[src/rtl/mips_instruction_fetch_pkg.sv]
// Shared MIPS fetch-stage types and constants.
package mips_pkg;

  localparam int unsigned MIPS_XLEN = 32;

  localparam logic [MIPS_XLEN-1:0] MIPS_RESET_VECTOR = 32'hBFC0_0000;
  localparam logic [MIPS_XLEN-1:0] MIPS_HALT_ADDR    = 32'h0000_0000;

  typedef enum logic [2:0] {
    ST_IDLE   = 3'd0,
    ST_FETCH  = 3'd1,
    ST_HOLD   = 3'd2,
    ST_HALTED = 3'd3,
    ST_FAULT  = 3'd4
  } fetch_state_t;

  // Little-endian memory word to MIPS big-endian word.
  function automatic logic [MIPS_XLEN-1:0] mips_bswap32(input logic [MIPS_XLEN-1:0] w);
    return {w[7:0], w[15:8], w[23:16], w[31:24]};
  endfunction

endpackage

[src/rtl/mips_instruction_fetch_if.sv]
// Fetch-stage bus: PC input, instruction memory port, decode handshake, status.
interface mips_instruction_fetch_if;
  import mips_pkg::*;

  logic [MIPS_XLEN-1:0] pc;
  logic [MIPS_XLEN-1:0] mem_address;
  logic                 mem_read;
  logic                 mem_waitrequest;
  logic [MIPS_XLEN-1:0] mem_readdata;
  logic [MIPS_XLEN-1:0] instr;
  logic                 instr_valid;
  logic                 instr_ready;
  logic                 cnt_en;
  logic                 active;
  logic                 fault;

  modport master (
    input  pc, mem_waitrequest, mem_readdata, instr_ready,
    output mem_address, mem_read, instr, instr_valid, cnt_en, active, fault
  );

  modport slave (
    output pc, mem_waitrequest, mem_readdata, instr_ready,
    input  mem_address, mem_read, instr, instr_valid, cnt_en, active, fault
  );

endinterface

[src/rtl/mips_instruction_fetch_byte_swap.sv]
// Combinational 32-bit byte reversal, shared with the data-memory path.
module mips_byte_swap
  import mips_pkg::*;
(
  input  logic [MIPS_XLEN-1:0] word_i,
  output logic [MIPS_XLEN-1:0] word_o
);

  assign word_o = mips_bswap32(word_i);

endmodule

[src/rtl/mips_instruction_fetch.sv]
// Instruction fetch: reads the word at pc, holds it for decode, strobes the PC
// once per consumed instruction, and stops on a halt address or misaligned pc.
module mips_instruction_fetch
  import mips_pkg::*;
#(
  parameter logic [MIPS_XLEN-1:0] HALT_ADDR  = MIPS_HALT_ADDR,
  parameter bit                   SWAP_BYTES = 1'b1
) (
  input  logic                    clk,
  input  logic                    rst,
  mips_instruction_fetch_if.master bus
);

  fetch_state_t         state_q, state_d;
  logic [MIPS_XLEN-1:0] instr_q, instr_d;
  logic                 instr_valid_q, instr_valid_d;
  logic                 fault_q, fault_d;
  logic [MIPS_XLEN-1:0] swapped_w;
  logic [MIPS_XLEN-1:0] rdata_w;
  logic                 read_c;

  mips_byte_swap u_byte_swap (
    .word_i (bus.mem_readdata),
    .word_o (swapped_w)
  );

  assign rdata_w = SWAP_BYTES ? swapped_w : bus.mem_readdata;

  // State register
  always_ff @(posedge clk) begin
    if (rst) begin
      state_q       <= ST_IDLE;
      instr_q       <= '0;
      instr_valid_q <= 1'b0;
      fault_q       <= 1'b0;
    end else begin
      state_q       <= state_d;
      instr_q       <= instr_d;
      instr_valid_q <= instr_valid_d;
      fault_q       <= fault_d;
    end
  end

  // Next-state and combinational outputs
  always_comb begin
    state_d       = state_q;
    instr_d       = instr_q;
    instr_valid_d = instr_valid_q;
    fault_d       = fault_q;
    read_c        = 1'b0;

    unique case (state_q)
      ST_IDLE: begin
        state_d = ST_FETCH;
      end
      ST_FETCH: begin
        // Halt takes priority over the alignment check.
        if (bus.pc == HALT_ADDR) begin
          state_d = ST_HALTED;
        end else if (bus.pc[1:0] != 2'b00) begin
          state_d = ST_FAULT;
          fault_d = 1'b1;
        end else begin
          read_c = 1'b1;
          if (!bus.mem_waitrequest) begin
            instr_d       = rdata_w;
            instr_valid_d = 1'b1;
            state_d       = ST_HOLD;
          end
        end
      end
      ST_HOLD: begin
        if (bus.instr_ready) begin
          instr_valid_d = 1'b0;
          state_d       = ST_FETCH;
        end
      end
      ST_HALTED, ST_FAULT: begin
        state_d = state_q;
      end
      default: begin
        state_d = ST_IDLE;
      end
    endcase
  end

  assign bus.mem_read    = read_c;
  assign bus.mem_address = read_c ? bus.pc : '0;
  assign bus.instr       = instr_q;
  assign bus.instr_valid = instr_valid_q;
  assign bus.cnt_en      = (state_q == ST_HOLD) && bus.instr_ready;
  assign bus.active      = (state_q != ST_HALTED) && (state_q != ST_FAULT);
  assign bus.fault       = fault_q;

endmodule

[src/flat_wrapper.sv]
// flat-port wrapper written by rule: the top's interface ports become plain ports
module mips_instruction_fetch_flat import mips_pkg::*;
#(
  parameter logic [MIPS_XLEN-1:0] HALT_ADDR  = MIPS_HALT_ADDR,
  parameter bit                   SWAP_BYTES = 1'b1
)
  (clk, rst, bus_pc, bus_mem_waitrequest, bus_mem_readdata, bus_instr_ready, bus_mem_address, bus_mem_read, bus_instr, bus_instr_valid, bus_cnt_en, bus_active, bus_fault);
  mips_instruction_fetch_if bus_i ();
  input  logic clk;
  input  logic rst;
  input wire logic [$bits(bus_i.pc)-1:0] bus_pc;
  input wire logic [$bits(bus_i.mem_waitrequest)-1:0] bus_mem_waitrequest;
  input wire logic [$bits(bus_i.mem_readdata)-1:0] bus_mem_readdata;
  input wire logic [$bits(bus_i.instr_ready)-1:0] bus_instr_ready;
  output wire logic [$bits(bus_i.mem_address)-1:0] bus_mem_address;
  output wire logic [$bits(bus_i.mem_read)-1:0] bus_mem_read;
  output wire logic [$bits(bus_i.instr)-1:0] bus_instr;
  output wire logic [$bits(bus_i.instr_valid)-1:0] bus_instr_valid;
  output wire logic [$bits(bus_i.cnt_en)-1:0] bus_cnt_en;
  output wire logic [$bits(bus_i.active)-1:0] bus_active;
  output wire logic [$bits(bus_i.fault)-1:0] bus_fault;
  assign bus_i.pc = bus_pc;
  assign bus_i.mem_waitrequest = bus_mem_waitrequest;
  assign bus_i.mem_readdata = bus_mem_readdata;
  assign bus_i.instr_ready = bus_instr_ready;
  assign bus_mem_address = bus_i.mem_address;
  assign bus_mem_read = bus_i.mem_read;
  assign bus_instr = bus_i.instr;
  assign bus_instr_valid = bus_i.instr_valid;
  assign bus_cnt_en = bus_i.cnt_en;
  assign bus_active = bus_i.active;
  assign bus_fault = bus_i.fault;
  mips_instruction_fetch #(.HALT_ADDR(HALT_ADDR), .SWAP_BYTES(SWAP_BYTES)) u_core (.clk(clk), .rst(rst), .bus(bus_i));
endmodule
[config.mk]
export PLATFORM = sky130hd
export DESIGN_NAME = mips_instruction_fetch_flat
export DESIGN_NICKNAME = d
export VERILOG_FILES = /design/src/rtl/mips_instruction_fetch_pkg.sv /design/src/rtl/mips_instruction_fetch_if.sv /design/src/rtl/mips_instruction_fetch_byte_swap.sv /design/src/rtl/mips_instruction_fetch.sv /design/src/flat_wrapper.sv
export SDC_FILE = /design/constraint.sdc
export NUM_CORES = 1
export LEC_CHECK = 0
export BUFFER_PORTS_ARGS = -buffer_cell sky130_fd_sc_hd__buf_2
export CORE_AREA = 2 2 90 57
export DETAILED_ROUTE_END_ITERATION = 7
export DIE_AREA = 0 0 92 59
export HOLD_SLACK_MARGIN = 0.08
export PLACE_DENSITY = 0.88
export SYNTH_ARGS = -nofsm -noshare
export SYNTH_HDL_FRONTEND = slang
export SYNTH_SLANG_ARGS = --single-unit
[constraint.sdc]
create_clock -name clk -period 2.73 [get_ports clk]
set_input_delay 0.4095 -clock clk [delete_from_list [all_inputs] [get_ports clk]]
set_output_delay 0.4095 -clock clk [all_outputs]
set_load 0.01 [all_outputs]
==> reports/qor.csv, run 1 <==
stage,metric,value,unit
critical_path,startpoint,u_core.state_q[0],
routing,drt_iter0_drc,54,
floorplanning,die_height,59,um
logic_synthesis,synthTopCellsByCount,"dfxtp_1, nor2_1, mux2i_1",
critical_path,cp_data_required_time,2.32,ns
floorplanning,io_pins,137,
sta,drv_slew,0,
power_and_ir_drop,pwr-share-comb,0.161,
layout,multi_input_area,933,um^2
clock_tree,root_buffer,clkbuf_8,
clock_tree,ctsHtreeMaxLevel,2,
clock_tree,cts_setup_buffers,0,
layout,antenna_cells,0,
run_status,outcome,"finished, final reports clean",
sta,setup_viol_count_final,0,
power_and_ir_drop,p_seq_frac,0.472,
routing,drtPass1Iterations,4,
logic_synthesis,synth_area_leaders,"dfxtp_1, mux2i_1, and2_1",
power_and_ir_drop,peakVddDrop,0.240,mV
logic_synthesis,async_reset_ff_frac,0,
clock_tree,cts_sinks,37,
sta,slew_headroom,0.551,
global_routing,grt_pass1_wl,7.50,mm
floorplanning,die_area,5430,um^2
routing,ant_nets,0,
logic_synthesis,seq_area_frac_synth,0.416,
floorplanning,die_x,92,um
logic_synthesis,synth-edff-count,0,
critical_path,endpoint_kind,output pin,
logic_synthesis,synthCells,182,
routing,via_per_inst,4.59,
logic_synthesis,syn-cell-area,1780,um^2
sta,clock-skew-final,0.00344,ns
logic_synthesis,ys_ff_latch,37,
layout,drive_gt1_frac,0.494,
critical_path,worst_r2r_endpoint,u_core.state_q[0],
placement,io_buffer_count,134,
clock_tree,worst_skew_pair.late_latency,0.28,ns
routing,vias,1729,
sta,fin_setup_tns,0,ns
logic_synthesis,yosysMostFrequentCell,dfxtp_1,
routing,drc_errors,0,
min_path,hold_class,in2reg,
power_and_ir_drop,sw_frac_of_total,0.243,
global_routing,top_usage_layer,met2,
power_and_ir_drop,intPower,0.915,mW
layout,regArea,741,um^2
routing,wire_per_inst,12.7,um
logic_synthesis,yosysUniqueCellTypes,31,
placement,gp_congestion,0.810,
global_routing,grt_overflow_total,0,
critical_path,r2r_start,u_core.state_q[0],
logic_synthesis,yosysWarnings,0,
critical_path,crit_chain,inv_1 > nor3_2 > o211a_2 > and2_1 > buf_2,
global_routing,track_usage,0.176,
sta,period_share,0.896,
power_and_ir_drop,cellPowerDensity,471,nW/um^2
global_routing,grtUsageMet1,0.218,
logic_synthesis,synth_top_area_frac,0.416,
global_routing,antenna_found_initial,0,
clock_tree,hold_buffers,0,
critical_path,worst_path_max_delay_cell,o211a_2,
critical_path,cp-endpoint,bus_mem_address[19],
critical_path,path_class,reg2out,
floorplanning,start_util,0.394,
routing,totalWireLength,4.80,mm
sta,rsz0062_at_grt,no,
clock_tree,cts_buffers,5,
logic_synthesis,ys.flop_type,dfxtp_1,
power_and_ir_drop,clock_power_share,0.367,
sta,finalHoldViolCount,0,
sta,clock.fmax,0.409,GHz
critical_path,start_kind,flop,
critical_path,r2r_slack,0.86,ns
global_routing,grtUsageMet2,0.301,
layout,area_delta_synth_final,44.0,%
global_routing,grt_pass1_vias,1631,
power_and_ir_drop,p_switching,0.293,mW
logic_synthesis,synth.avg_cell_area,9.78,um^2
sta,min_period,2.45,ns
layout,finish.utilization,0.567,
clock_tree,cts_tree,done,
layout,fin_nets,382,
power_and_ir_drop,p_leak,1.54,nW
logic_synthesis,yosys.area.top_type,dfxtp_1,
critical_path,slowest_delay,0.55,ns
critical_path,reg2reg_depth,5,
flow_run,max-cap-violations,0,
critical_path,critPathMaxFanout,33,
clock_tree,clock_path_buffers,2,
critical_path,critPathArrivalTime,2.04,ns
global_routing,grt_max_degree,39,
power_and_ir_drop,power,1.21,mW
clock_tree,cts_resized,0,
floorplanning,rows,19,
layout,filler_cell_count,424,
clock_tree,cts.clk_slew.worst_paths,0.07,ns
global_routing,met3_usage,0.0547,
floorplanning,core,4520,um^2
placement,dp_hpwl,3.89,mm
sta,worst_pin_slew,0.674,ns
## layout make-up
type | count | area share
flip-flops and latches | 37 | 0.289
clock inverters | 2 | 0.0137
clock buffers | 5 | 0.0269
multi-input cells | 132 | 0.364
repair buffers | 136 | 0.272
inverters | 2 | 0.00293
well taps | 63 | 0.0308
## metal layers
layer | routed length [um] | share of wire
met5 | 0 | 0
met3 | 311 | 0.065
met1 | 2160 | 0.45
met4 | 52 | 0.011
met2 | 2280 | 0.47
## placed cells by master (no fill, tap or decap)
cell,n
nor4_1,2
clkbuf_8,5
nor2_1,35
and2_1,29
nor4_2,4
nor3_1,4
o32ai_1,1
and3_1,1
a32oi_1,1
or2_2,1
buf_4,1
buf_12,1
and2_2,1
inv_1,2
nand4_2,1
mux2i_1,32
nor4_4,2
conb_1,2
o211ai_4,1
nand2b_1,1
o211a_2,1
nand2_1,1
a21oi_1,5
a211o_1,1
o21ai_0,1
nor3_2,1
bufinv_16,1
buf_2,134
a211oi_1,1
clkinv_2,1
nor2b_1,1
dfxtp_1,37
nand4_1,1
nor3b_1,1
## through the flow
step	instance area, um^2	std cells	hold WS [ns]	worst slack [ns]
after floorplan	1780	183	0.478	0.735
after global placement	2460	370	0.442	0.287
after detailed placement	2460	370	0.453	0.214
after CTS	2560	377	0.352	0.163
after global routing	2560	377	0.356	0.122
final	2560	377	0.361	0.284
## power groups by stage
stage	registers (mW)	clock network, mW	logic (mW)
global placement	0.580	0	0.189
CTS	0.569	0.457	0.195
finish	0.570	0.443	0.195
global route	0.572	0.483	0.212
floorplan	0.585	0	0.0955
detailed placement	0.581	0	0.194
## flip-flops by register name, summed over array words and instances, names as in the netlist
register,cells
u_core.bus.instr,32
u_core.bus.fault,1
u_core.bus.instr_valid,1
u_core.state_q,3
## critical path, delay by kind of cell (launching register included)
kind / cells / cell delay [ns]
AOI/OAI and AO/OA: 1 / 0.55
and+or+nand+nor: 2 / 0.56
DFF: 1 / 0.37
buffers and inverters: 2 / 0.27
## cell families (layout without fill, tap and decap cells)
| group | count (synthesis) | count (layout) | share of synthesized area |
|---|---|---|---|
| AO/OA/AOI/OAI | 12 | 12 | 0.0534 |
| buffers and inverters | 14 | 145 | 0.0612 |
| flip-flops | 37 | 37 | 0.416 |
| multiplexers | 32 | 32 | 0.180 |
| other | 1 | 2 | 0.00211 |
| AND/OR/NAND/NOR | 86 | 86 | 0.287 |
## worst min path at each step
stage                      startpoint                      to  depth (start not counted)
2_1_floorplan  u_core.bus.instr_valid  u_core.bus.instr_valid                          2
3_3_place_gp   u_core.bus.instr_valid  u_core.bus.instr_valid                          2
3_5_place_dp   u_core.bus.instr_valid  u_core.bus.instr_valid                          2
4_1_cts          bus_mem_readdata[10]    u_core.bus.instr[18]                          3
5_1_grt           bus_mem_readdata[6]    u_core.bus.instr[30]                          3
6_report          bus_mem_readdata[6]    u_core.bus.instr[30]                          3
Power figures use the tool's default switching activity.
==> inputs of run 2 (changes only) <==
- CORE_AREA: 2 2 90 57 -> 2 2 101 64
- DIE_AREA: 0 0 92 59 -> 0 0 103 66
- PLACE_DENSITY: 0.88 -> not set
- PLACE_DENSITY_LB_ADDON: not set -> 0.05
- SYNTH_HIERARCHICAL: not set -> 1
==> reports/qor.csv, run 2 <==
stage,metric,value,unit,change
routing,wire_per_inst,11.4,um,-10%
logic_synthesis,ys.flop_type,dfxtp_1,,
layout,antenna_cells,0,,unchanged
clock_tree,ctsHtreeMaxLevel,2,,unchanged
layout,layout_commonest_cell,buf_2,,
sta,period_share,0.849,,-0.0475
critical_path,critPathArrivalTime,1.91,ns,-0.13 ns
min_path,hold_class,in2reg,,
logic_synthesis,synth_top_area_frac,0.326,,-0.0900
logic_synthesis,synthCells,252,,+38%
critical_path,critical_path_depth,7,,+2
logic_synthesis,synthSimpleGateAreaFrac,0.332,,+0.0449
floorplanning,core,5890,um^2,+30%
routing,via_per_inst,4.29,,-6.4%
run_status,outcome,"finished, final reports clean",,
critical_path,cp_data_required_time,2.32,ns,about the same
layout,area_delta_synth_final,26.0,%,
clock_tree,cts_tree,done,,
routing,drtPass1Iterations,4,,unchanged
clock_tree,clock_path_buffers,2,,unchanged
floorplanning,io_pins,137,,unchanged
clock_tree,cts_sinks,37,,unchanged
critical_path,slowest_delay,0.40,ns,-0.15 ns
placement,io_buffer_count,134,,unchanged
flow_run,max-cap-violations,0,,unchanged
routing,totalWireLength,4.95,mm,+3.1%
critical_path,worst-path-buf-inv,3,,+1
sta,drv_slew,0,,unchanged
placement,gp_congestion,0.709,,-12%
logic_synthesis,syn-cell-area,2270,um^2,+28%
clock_tree,hold_buffers,0,,unchanged
logic_synthesis,synth_xor_xnor_area_share,0,,unchanged
routing,drc_errors,0,,unchanged
power_and_ir_drop,peakVddDrop,0.272,mV,+14%
clock_tree,root_buffer,clkbuf_8,,
critical_path,critPathMaxFanout,31,,-6.1%
clock_tree,cts_setup_buffers,0,,unchanged
critical_path,start_kind,input port,,
logic_synthesis,yosysMostFrequentCell,nand2b_1,,
clock_tree,cts_buffers,5,,unchanged
critical_path,crit_chain,buf_2 > nor4_1 > and4_1 > a21oi_1 > buf_4 > and2_1 > buf_2,,
logic_synthesis,synth-compound-area-share,0.0419,,-0.0115
sta,fin_setup_tns,0,ns,unchanged
min_path,min_path_cells,3,,unchanged
critical_path,crit_family,simple AND/OR/NAND/NOR gates,,
floorplanning,rows,22,,+3
clock_tree,cts_resized,0,,unchanged
sta,clock.fmax,0.432,GHz,+5.6%
sta,setup_viol_count_final,0,,unchanged
clock_tree,worst_skew_pair.late_latency,0.28,ns,about the same
critical_path,cp_common_cell,buf_2,,
floorplanning,die_area,6800,um^2,+25%
floorplanning,die_height,66,um,+12%
global_routing,grt_overflow_total,0,,unchanged
global_routing,grt_pass1_vias,1747,,+7.1%
layout,drive_gt1_frac,0.420,,-0.0736
layout,regArea,741,um^2,unchanged
power_and_ir_drop,p_leak,1.36,nW,-11%
logic_synthesis,ys_ff_latch,37,,unchanged
global_routing,grt_max_degree,70,,+79%
routing,ant_nets,0,,unchanged
logic_synthesis,yosysUniqueCellTypes,28,,-9.7%
logic_synthesis,synth-edff-count,0,,unchanged
critical_path,worst_path_max_delay_cell,nor4_1,,
layout,layout_common_cells,"buf_2, nand2b_1, dfxtp_1, mux2i_1, and2_1",,
routing,vias,1864,,+7.8%
critical_path,path_class,in2out,,
critical_path,reg2reg_depth,5,,unchanged
sta,clock-skew-final,0.00474,ns,+0.00130 ns
layout,filler_cell_count,599,,+41%
power_and_ir_drop,cellPowerDensity,461,nW/um^2,-2.2%
sta,rsz0062_at_grt,no,,
layout,largest_register_ff_count,32,,unchanged
logic_synthesis,synth_top_family_by_area,simple AND/OR/NAND/NOR gates,,
floorplanning,start_util,0.385,,-0.00860
sta,slew_headroom,0.443,,-0.107
placement,dp_hpwl,3.71,mm,-4.7%
layout,multi_input_area,1190,um^2,+27%
logic_synthesis,yosys.area_share.adder,0,,unchanged
global_routing,track_usage,0.148,,-0.0274
power_and_ir_drop,power,1.32,mW,+9.1%
routing,drt_iter0_drc,52,,-3.7%
sta,worst_hold_slack,0.375,ns,+0.0140 ns
sta,finalHoldViolCount,0,,unchanged
logic_synthesis,yosysWarnings,6,,+6
sta,min_period,2.32,ns,-0.130 ns
logic_synthesis,synthTopCellsByCount,"nand2b_1, dfxtp_1, buf_4",,
layout,fin_nets,417,,+9.2%
logic_synthesis,synth.avg_cell_area,9.01,um^2,-7.9%
logic_synthesis,synth_area_leaders,"dfxtp_1, nand2b_1, mux2i_1",,
critical_path,endpoint_kind,output pin,,
logic_synthesis,yosys.area.top_type,dfxtp_1,,
floorplanning,die_x,103,um,+12%
clock_tree,cts.clk_slew.worst_paths,0.08,ns,about the same
global_routing,grt_pass1_wl,7.91,mm,+5.5%
logic_synthesis,muxShareOfSynthArea,0.146,,-0.0345
sta,worst_pin_slew,0.835,ns,+0.161 ns
logic_synthesis,async_reset_ff_frac,0,,unchanged
global_routing,antenna_found_initial,0,,unchanged
logic_synthesis,seq_area_frac_synth,0.326,,-0.0900
[run 2: cells by family (layout without fill, tap and decap cells)]
| logic type | count (synthesis) | count (layout) |
|---|---|---|
| buffers and inverters | 49 | 146 |
| AND/OR/NAND/NOR | 119 | 119 |
| AO/OA/AOI/OAI | 13 | 13 |
| flip-flops | 37 | 37 |
| other | 1 | 2 |
| multiplexers | 33 | 33 |
[run 2: tightest hold or removal path, delay by kind of cell]
kind	cells	cell delay (ns)
buffers and inverters	1	0.09
and+or+nand+nor	1	0.05
muxes	1	0.06
[run 2: power by group]
group	switching [mW]	leakage (nW)	internal, mW	total [mW]
Combinational	0.0881	0.995	0.102	0.190
Clock	0.196	0.0681	0.363	0.559
Sequential	0.0130	0.299	0.554	0.567
[run 2: per-layer routing]
layer | wire (um) | GRT usage | vias up | share of wire
met3 | 440 | 0.0560 | 0 | 0.089
li1 | - | - | 989 | -
met4 | 0 | 0.0296 | 0 | 0
met1 | 2380 | 0.193 | 811 | 0.48
met5 | 0 | 0 | - | 0
met2 | 2130 | 0.235 | 64 | 0.43
[run 2: worst paths after layout]
path                                           start                   end  slack (ns)
worst min-delay path            bus_mem_readdata[11]  u_core/bus.instr[19]        0.37
worst min register to register      u_core/bus.fault      u_core/bus.fault        0.45
worst max register to register     u_core/state_q[0]   u_core/bus.instr[5]        0.88
worst max-delay path                      bus_pc[14]   bus_mem_address[28]        0.41
[run 2: final cells by class]
class                      count  share of cell area
multi-input combinational    167               0.415
sequential                    37               0.259
timing repair buffer         136               0.240
tap                           84              0.0368
clock buffer                   5              0.0241
clock inverter                 3              0.0228
inverter                       2             0.00263
[run 2: stage by stage]
step	area (um^2)	setup slack, ns	instances	utilization
2_1_floorplan	2270	0.896	253	-
3_3_place_gp	2730	0.416	426	0.463
3_5_place_dp	2730	0.430	426	0.463
4_1_cts	2860	0.425	434	0.485
5_1_grt	2860	0.287	434	0.485
6_report	2860	0.414	434	0.485
==> inputs of run 3 (changes only) <==
- clock period: 2.73 -> 2.35 ns (I/O delays scaled with it)
==> reports/qor.csv, run 3 (synthesis gave the netlist of run 2 again) <==
stage,metric,value,unit,change
sta,worst_pin_slew,0.543,ns,-0.292 ns
sta,period_share,0.914,,
critical_path,r2r_slack,0.49,ns,-0.39 ns
clock_tree,cts_buffers,5,,unchanged
critical_path,path_class,reg2out,,
power_and_ir_drop,peakVddDrop,0.220,mV,-19%
routing,drt_iter0_drc,41,,-21%
sta,clock.fmax,0.466,GHz,
power_and_ir_drop,power,1.36,mW,+3.3%
critical_path,endpoint_kind,output pin,,
sta,slew_headroom,0.638,,+0.195
min_path,min_from,bus_mem_readdata[4],,
clock_tree,cts_tree,done,,
layout,filler_cell_count,614,,+2.5%
critical_path,critPathMaxFanout,31,,unchanged
clock_tree,cts.clk_slew.worst_paths,0.07,ns,about the same
critical_path,startpoint,u_core/state_q[0],,
global_routing,grt_overflow_total,0,,unchanged
critical_path,start_kind,flop,,
clock_tree,root_buffer,clkbuf_8,,
floorplanning,die_height,66,um,unchanged
min_path,hold_class,in2reg,,
layout,fin_nets,421,,+0.96%
routing,via_per_inst,4.29,,-0.17%
clock_tree,clock_path_buffers,2,,unchanged
global_routing,antenna_found_initial,0,,unchanged
clock_tree,worst_skew_pair.late_latency,0.28,ns,about the same
floorplanning,start_util,0.385,,unchanged
sta,rsz0062_at_grt,no,,
floorplanning,core,5890,um^2,unchanged
floorplanning,rows,22,,unchanged
routing,vias,1878,,+0.75%
layout,layout_commonest_cell,buf_2,,
floorplanning,io_pins,137,,unchanged
placement,gp_congestion,0.773,,+9.1%
layout,largest_register_ff_count,32,,unchanged
routing,drtPass1Iterations,4,,unchanged
clock_tree,cts_sinks,37,,unchanged
flow_run,max-cap-violations,0,,unchanged
routing,ant_nets,0,,unchanged
power_and_ir_drop,p_leak,1.37,nW,+0.54%
routing,drc_errors,0,,unchanged
global_routing,grt_pass1_vias,1727,,-1.1%
sta,drv_slew,0,,unchanged
layout,antenna_cells,0,,unchanged
global_routing,track_usage,0.149,,+0.000840
clock_tree,ctsHtreeMaxLevel,2,,unchanged
global_routing,grt_max_degree,38,,-46%
routing,wire_per_inst,11.6,um,+2.0%
critical_path,critPathArrivalTime,1.79,ns,-0.12 ns
sta,finalHoldViolCount,0,,unchanged
sta,fin_setup_tns,0,ns,unchanged
floorplanning,die_area,6800,um^2,unchanged
layout,area_delta_synth_final,26.0,%,about the same
run_status,outcome,"finished, final reports clean",,
placement,io_buffer_count,134,,unchanged
critical_path,r2r_start,u_core/state_q[0],,
floorplanning,die_x,103,um,unchanged
power_and_ir_drop,cellPowerDensity,476,nW/um^2,+3.3%
sta,setup_viol_count_final,0,,unchanged
global_routing,grt_pass1_wl,7.89,mm,-0.35%
routing,totalWireLength,5.09,mm,+2.9%
sta,clock-skew-final,0.00359,ns,-0.00115 ns
layout,layout_common_cells,"buf_2, nand2b_1, dfxtp_1, mux2i_1, and2_1",,
sta,min_period,2.15,ns,
critical_path,cp_data_required_time,2.00,ns,-0.32 ns
placement,dp_hpwl,3.92,mm,+5.7%
layout,drive_gt1_frac,0.427,,+0.00655
## run 3: cell count changes in the layout (fill, tap and decap cells not counted)
cell	change
clkbuf_8	+2
bufinv_16	-2
buf_6	+1
buf_4	+3
## run 3: path summary, 6_finish.rpt
kind / depth (start not counted) / endpoint
max: 6 / bus_mem_address[28]
min: 3 / u_core/bus.instr[28]
max reg2reg: 5 / u_core/bus.instr[14]
min reg2reg: 2 / u_core/bus.fault
## run 3: per-layer routing
layer / global-route usage / share of wire / up-vias
met1: 0.192 / 0.48 / 815
met2: 0.237 / 0.43 / 71
met4: 0.0296 / 0.0033 / 0
met5: 0 / 0 / -
li1: - / - / 990
met3: 0.0592 / 0.085 / 2
## run 3: stage by stage
| stage | utilization | hold WS [ns] | worst slack, ns | std cells | area, um^2 |
|---|---|---|---|---|---|
| 2_1_floorplan | - | 0.460 | 0.630 | 253 | 2270 |
| 3_3_place_gp | 0.468 | 0.432 | 0.267 | 430 | 2760 |
| 3_5_place_dp | 0.468 | 0.436 | 0.281 | 430 | 2760 |
| 4_1_cts | 0.485 | 0.317 | 0.164 | 438 | 2860 |
| 5_1_grt | 0.486 | 0.318 | 0.0313 | 438 | 2860 |
| 6_report | 0.486 | 0.326 | 0.203 | 438 | 2860 |
## run 3: worst max-delay path: stages, from the launching register on
cell,delay [ns]
dfxtp_1,0.45
nor3b_4,0.30
nand2_2,0.11
a21oi_1,0.16
buf_6,0.21
and2_1,0.15
buf_2,0.13
## run 3: what timing repair did
action,in CTS,in global routing
endpoints found under the setup margin,0,5
gates resized for setup,0,1
buffers inserted,0,0
hold buffers,0,0
## run 3: final cells by class
| cell class | instances | area (um^2) | share of cell area |
|---|---|---|---|
| Multi-Input combinational cell | 167 | 1190 | 0.415 |
| Sequential cell | 37 | 741 | 0.259 |
| Timing Repair Buffer | 140 | 719 | 0.252 |
| Tap cell | 84 | 105 | 0.0367 |
| Clock buffer | 7 | 96.3 | 0.0337 |
| Inverter | 2 | 7.51 | 0.00262 |
| Clock inverter | 1 | 5.00 | 0.00175 |
## run 3: where the power goes
group | switching [mW] | leakage [nW] | internal [mW] | total [mW]
clock network | 0.212 | 0.0542 | 0.265 | 0.477
registers | 0.0154 | 0.299 | 0.644 | 0.659
logic | 0.103 | 1.02 | 0.121 | 0.224
